## config.mk

```make
export PLATFORM = sky130hd
export DESIGN_NAME = uart_rx_engine
export DESIGN_NICKNAME = d
export VERILOG_FILES = /design/src/rtl/uart_rx_engine.sv
export SDC_FILE = /design/constraint.sdc
export NUM_CORES = 1
export LEC_CHECK = 0
export ABC_AREA = 0
export BUFFER_PORTS_ARGS = -buffer_cell sky130_fd_sc_hd__buf_2
export CORE_MARGIN = 2
export CORE_UTILIZATION = 34
export DETAILED_ROUTE_END_ITERATION = 10
export PLACE_DENSITY = 0.58
export SKIP_CTS_REPAIR_TIMING = 1
export SYNTH_ARGS = -nofsm -noshare
export SYNTH_HDL_FRONTEND = slang
export SYNTH_SLANG_ARGS = --single-unit
export TNS_END_PERCENT = 20
```

## constraint.sdc

```tcl
create_clock -name clk -period 2.4 [get_ports clk]
set_clock_uncertainty 0.05 [all_clocks]
set_input_delay 0.48 -clock clk [delete_from_list [all_inputs] [get_ports clk]]
set_output_delay 0.48 -clock clk [all_outputs]
set_load 0.01 [all_outputs]
```

## src/rtl/uart_rx_engine.sv

```systemverilog
// uart_rx_engine: UART receiver with mid-bit sampling, parity/stop checking and PicoBlaze status flags.
// Optional macro RX_NOISE_FILTER_EN enables 2-of-3 majority sampling of the serial line.
module uart_rx_engine #(
    parameter int SYNC_STAGES = 2
) (
    input  logic       clk,
    input  logic       reset,
    input  logic       rx_in,
    input  logic [3:0] baud_val,
    input  logic       bit78,
    input  logic       parity_en,
    input  logic       parity_oe,
    input  logic       rd_data,
    input  logic       int_ack,
    output logic [7:0] rx_data,
    output logic       rx_rdy,
    output logic [7:0] status
);
    typedef enum logic [2:0] {IDLE, START, DATA, PARITY, STOP, WAIT_HIGH} state_t;
    state_t state, next_state;
    logic [SYNC_STAGES-1:0] sync_q;
    logic [17:0] cnt;
    logic [3:0] baud_q;
    logic [7:0] shift_q;
    logic [2:0] nbits;
    logic line, smp, expire, clr;
    logic b78_q, pen_q, poe_q, par_acc, par_err_q, stop_q, done;
    logic overrun, parity_err, framing_err;

    function automatic logic [17:0] bit_clks(input logic [3:0] b);
        case (b)
            4'd0:    return 18'd166667;
            4'd1:    return 18'd41667;
            4'd2:    return 18'd20833;
            4'd3:    return 18'd10417;
            4'd4:    return 18'd5208;
            4'd5:    return 18'd2604;
            4'd6:    return 18'd1302;
            4'd7:    return 18'd868;
            4'd9:    return 18'd217;
            4'd10:   return 18'd109;
            4'd11:   return 18'd54;
            default: return 18'd434;
        endcase
    endfunction

    assign line   = sync_q[SYNC_STAGES-1];
    assign expire = cnt == 18'd0;
    assign clr    = rd_data || int_ack;
    assign status = {2'b00, overrun, parity_err, framing_err, 2'b00, rx_rdy};

`ifdef RX_NOISE_FILTER_EN
    logic [1:0] hist;
    always_ff @(posedge clk or negedge reset)
        if (!reset) hist <= 2'b11;
        else        hist <= {hist[0], line};
    assign smp = (line & hist[0]) | (line & hist[1]) | (hist[0] & hist[1]);
`else
    assign smp = line;
`endif

    always_ff @(posedge clk or negedge reset)
        if (!reset) state <= IDLE;
        else        state <= next_state;

    always_comb begin
        next_state = state;
        case (state)
            IDLE:      if (!line) next_state = START;
            START:     if (expire) next_state = smp ? IDLE : DATA;
            DATA:      if (expire && nbits == (b78_q ? 3'd7 : 3'd6)) next_state = pen_q ? PARITY : STOP;
            PARITY:    if (expire) next_state = STOP;
            STOP:      if (expire) next_state = smp ? IDLE : WAIT_HIGH;
            WAIT_HIGH: if (line) next_state = IDLE;
            default:   next_state = IDLE;
        endcase
    end

    always_ff @(posedge clk or negedge reset) begin
        if (!reset) begin
            sync_q      <= '1;
            cnt         <= '0;
            baud_q      <= '0;
            b78_q       <= 1'b0;
            pen_q       <= 1'b0;
            poe_q       <= 1'b0;
            shift_q     <= '0;
            nbits       <= '0;
            par_acc     <= 1'b0;
            par_err_q   <= 1'b0;
            stop_q      <= 1'b1;
            done        <= 1'b0;
            rx_data     <= '0;
            rx_rdy      <= 1'b0;
            overrun     <= 1'b0;
            parity_err  <= 1'b0;
            framing_err <= 1'b0;
        end else begin
            sync_q <= {sync_q[SYNC_STAGES-2:0], rx_in};
            done   <= state == STOP && expire;
            // IDLE keeps tracking the switches so the frame starts with the settings live at start detect
            if (state == IDLE) begin
                cnt    <= (bit_clks(baud_val) >> 1) - 18'd1;
                baud_q <= baud_val;
                b78_q  <= bit78;
                pen_q  <= parity_en;
                poe_q  <= parity_oe;
            end else begin
                cnt <= expire ? bit_clks(baud_q) - 18'd1 : cnt - 18'd1;
            end
            if (state == START) begin
                nbits     <= '0;
                par_acc   <= 1'b0;
                par_err_q <= 1'b0;
            end
            if (state == DATA && expire) begin
                shift_q <= {smp, shift_q[7:1]};
                nbits   <= nbits + 3'd1;
                par_acc <= par_acc ^ smp;
            end
            if (state == PARITY && expire) par_err_q <= par_acc ^ smp ^ poe_q;
            if (state == STOP && expire) stop_q <= smp;
            // Completion beats a same-cycle clear; the old byte then counts as consumed
            if (done) begin
                rx_data     <= b78_q ? shift_q : {1'b0, shift_q[7:1]};
                rx_rdy      <= 1'b1;
                framing_err <= !stop_q;
                parity_err  <= par_err_q;
                overrun     <= rx_rdy && !clr;
            end else if (clr) begin
                rx_rdy      <= 1'b0;
                framing_err <= 1'b0;
                parity_err  <= 1'b0;
                overrun     <= 1'b0;
            end
        end
    end
endmodule
```

* Word-level counts from Yosys, hierarchy flattened *
Memory sizes are Yosys's and may differ from the RTL's.
Cells that the tools add are included.
W data, S select, Z words.

storage, ports and cells
  input port bits = 12
  ROM bits = 544
  memories kept = 2
  flip-flop bits (word level) = 57
  logic and storage cells = 78
  output and inout bits = 17

operators by class
  add/subtract/negate cells = 4
  reductions and logical operators = 14
  muxes and demuxes = 26
  bitwise gates (word level) = 2
  equality and inequality tests = 12

memories
  memory           depth  width  read ports  clocked after Yosys merged registers in  write ports  line  RTL
  (no name shown)  16     17     1           0                                        0            31    case (b)
  (no name shown)  16     17     1           0                                        0            31

operators by type and width
  operator                 number
  $mux W18                 4
  $sub A18 B1 Y18 const B  2
  $mux W3                  10
  $logic_not A18 Y1        1
  $pmux W3 S6              1
  $sub A17 B1 Y18 const B  1
  $ne A2 B2 Y1 const B     6
  $mux W1                  9
  $mux W8                  1
  $eq A3 B2 Y1 const B     2
  $eq A3 B3 Y1 const B     2
  $reduce_and A6 Y1        1
  $reduce_bool A2 Y1       3
  $logic_and A1 B1 Y1      5
  $add A3 B1 Y3 const B    1
  $eq A3 B1 Y1 const B     1
  $eq A3 B3 Y1             1
  $logic_not A3 Y1         1
  $logic_not A1 Y1         2
  $mux W2                  1
  $xor A1 B1 Y1            2
  $logic_or A1 B1 Y1       1

* Depth between registers and ports, before layout *
  depth after elaboration = 5
  gate-level depth with buffers = 11
  depth with buffers taken out = 10

* Worst setup path before layout *
No wires, ideal clock.

  path type = reg2reg
  start = reg baud_q[0]
  end = reg cnt[17]
  data required time = 2.226 ns
  library setup time = 0.124 ns
  cell stages (with the launch flop) = 10
  period minus slack after synthesis = 2.446 ns
  path slack = -0.046 ns
  path buffers = 0
  arrival time = 2.272 ns
  cells stage by stage = dfrtp_1 -> inv_1 -> ha_1 -> mux2i_1 -> o22a_1 -> nand3_1 -> a211oi_4 -> nand4_4 -> nand3b_4 -> o31a_1

between the ends
  longest elaborated chain between the ends = 5

ends and longest elaborated chain
  element                 line  RTL
  from (decl)             23    logic [3:0] baud_q;
  from (signal assigned)  104   baud_q <= baud_val;
  $mem_v2 Z16 W17         -
  $mux W18                102   if (state == IDLE) begin
  $sub A18 B1 Y18         109   cnt <= expire ? bit_clks(baud_q) - 18'd1 : cnt - 18'd1;
  $mux W18                109
  $mux W18                102
  to (signal assigned)    103   cnt <= (bit_clks(baud_val) >> 1) - 18'd1;
  to (signal assigned)    109
  to (decl)               22    logic [17:0] cnt;

Every way passes these cells. The select of a mux whose other input is x is not followed.
A chain may end at the register's enable or synchronous reset.

* Worst setup path in the final report *
  start = reg cnt[17]
  end = reg cnt[10]

between the ends
  longest elaborated chain between the ends = 3

ends and longest elaborated chain
  element            line  RTL
  $logic_not A18 Y1  48    assign expire = cnt == 18'd0;
  $mux W18           109
  $mux W18           102

Every way passes these cells.

==> results.yml <==
status:
  status: "complete, no violations"
yosys:
  ys_ff_latch: 57
  yosysTopAreaCellShare_pct: 35.69
  synth_enable_flop_cells: 0
  syn_inst: 402
  async_flop_share_pct: 100.0
  yosys.area.top_type: "dfrtp_1"
  yosys_warnings: 0
  synth_most_common_cell: "dfrtp_1"
  ys.flop_type: "dfrtp_1"
  synthDistinctLibCells: 78
  synth_common_cells: "54 x dfrtp_1, 40 x nand2_1, 32 x nor2_1"
  synth.avg_cell_area_sq_um: 9.418
  ys_seq_area_share_pct: 37.77
  netlist_area_sq_um: 3786
  ys_top_cells_by_area: "dfrtp_1 36%, ha_1 4.0%, mux2i_1 4.0%"
sta:
  final.min_clock_period_ns: 2.384
  hold_violations: 0
  slew_headroom_pct: 58.33
  setup_tns_ns: 0
  drv_slew: 0
  whs_ns: 0.06286
  fin_crit_sh_pct: 99.31
  setup_slack_ns: 0.01649
  setup_viol: 0
  rsz0062_at_grt: "yes"
  fmax_mhz: 419.5
  tightest_slew_ns: 0.6250
grt:
  grt-ovfl-total: 0
  grt_usage_pct: 15.98
  grt_pass1_vias: 2972
  antenna_found_initial: 0
  grt_pass1_wl_mm: 14.92
  grt_max_degree: 36
clock_tree:
  cts_sinks: 57
  clk_pin_slew_ns: 0.07
  cts_tree: "done"
  clockBufferDepth: 2
  cts_buffers: 9
  htree_levels: 3
  clkLatencyLatePin_ns: 0.35
  root_buffer: "clkbuf_8"
routing:
  wl_mm: 9.551
  first_pass_iters: 5
  detail-route-antenna-nets: 0
  wl_per_cell_um: 15.43
  vias: 3211
  dr.first_iter.drc_count: 229
  drc: 0
  via_per_inst: 5.187
critical_path:
  crit_family: "simple AND/OR/NAND/NOR gates"
  critPathKind: "flop to flop"
  setup.worst_path.start: "cnt[17]"
  critPathMaxStageDelay_ns: 0.42
  path_buf_inv: 0
  path_cells: "nor4_2, and3_1, nand2_1, o21a_1, ha_1, and4_4, nor3b_4, xor2_1"
  startpoint_type: "flop"
  timing.rr.start: "cnt[17]"
  cp_slowest_cell: "dfrtp_1"
  crit_arrival_ns: 2.57
  required_ns: 2.58
  cp_max_fo: 5
  setup.worst_path.end_class: "flop"
finish:
  diodes: 0
  final_nets: 498
  finalInstanceArea_sq_um: 4813
  drive_gt1_share_pct: 35.49
  area_delta_synth_final_pct: 27.13
floorplan:
  start_util_pct: 34.93
  io_pins: 29
  die_w_um: 109.5
  core.rowCount: 38
  dieArea_sq_um: 12000
  die_y_um: 109.5
  core_region_area_sq_um: 10840
placed_design:
  routabilityCongestion: 0.8704
  dpl.hpwl_mm: 6.894
  io_buffers: 24
  dpl_cell_area_sq_um: 4345
  pre_cts_slack_ns: -0.1737
flow_run:
  drv_cap: 0
worst_hold_path:
  hold_class: "primary input to async pin"
power:
  ir_drop_mv: 0.3637
  power_leakage_nw: 2.159
  cellPowerDensity_nw_per_um2: 1194
## power by group
group | switching, W | internal, W | total [W]
clock network | 0.000401 | 0.000533 | 0.000934
logic | 0.00177 | 0.00157 | 0.00334
registers | 0.000276 | 0.00120 | 0.00147
## final cells by class
cell class	instances	area (sq um)
timing repair buffer	89	664.4
inverter	13	51.30
tap	140	175.2
multi-input combinational	304	2286
clock buffer	13	158.9
sequential	57	1438
fill	1035	6027
clock inverter	3	40.04
## worst paths after layout
path | to | slack (ns) | cells after the start
worst max-delay path | cnt[10] | 0.02 | 8
min in group clk | sync_q[0] | 0.18 | 1
max in group asynchronous | baud_q[2] | 1.64 | 2
worst max register to register | cnt[10] | 0.02 | 8
worst min-delay path | rx_data[2] | 0.06 | 1
worst min register to register | sync_q[1] | 0.31 | 0
## registers in the layout (all words and copies together), names as in the netlist, 2 cells and up
signal,count
rx_data,8
nbits,3
baud_q,4
state,3
shift_q,8
cnt,18
sync_q,2
## worst register-to-register path: cells and delay by family (launching register included)
kind | cells | cell delay (ns)
AND/OR/NAND/NOR | 5 | 1.19
AO/OA/AOI/OAI | 1 | 0.26
adder cells (fa/ha/maj) | 1 | 0.20
flip-flops | 1 | 0.42
XOR/XNOR | 1 | 0.14
## cells by family after synthesis
group,after synthesis,synth area share (%)
simple gates,139,20.92
compound gates,107,20.06
flops,57,37.77
buf+inv,45,6.543
mux,25,6.940
xor+xnor,16,3.701
fa+ha+maj,12,3.966
other cells,1,0.09905
## layout by cell type, fill, tap and decap left out, types with 5 or more instances in the layout
master and instances:
a21oi_1 27, and3_1 5, buf_2 24, buf_4 57, buf_6 5, clkbuf_8 11
dfrtp_1 48, dfrtp_2 6, ha_1 8, inv_1 10, mux2_2 10, mux2i_1 15
nand2_1 40, nand2b_1 5, nand3_1 7, nor2_1 31, nor2b_1 6, nor3_1 8
nor4_2 5, o21ai_0 26, xnor2_1 9, xor2_1 7
## per-layer routing
layer | part of all wire, % | track usage, %
met1 | 46 | 21.82
met2 | 47 | 25.35
met5 | 0 | 0
met4 | 0.97 | 4.611
met3 | 5.6 | 3.557
## per-stage QoR
step                      std cells  total power (W)  util, %
after floorplan                 405         0.003353        -
after global placement          592         0.004269    40.09
after detailed placement        592         0.004313    40.09
after CTS                       608         0.005252    41.92
after global routing            619         0.006107    44.40
final                           619         0.005746    44.40
No activity file was read; power rests on OpenSTA's default activity.
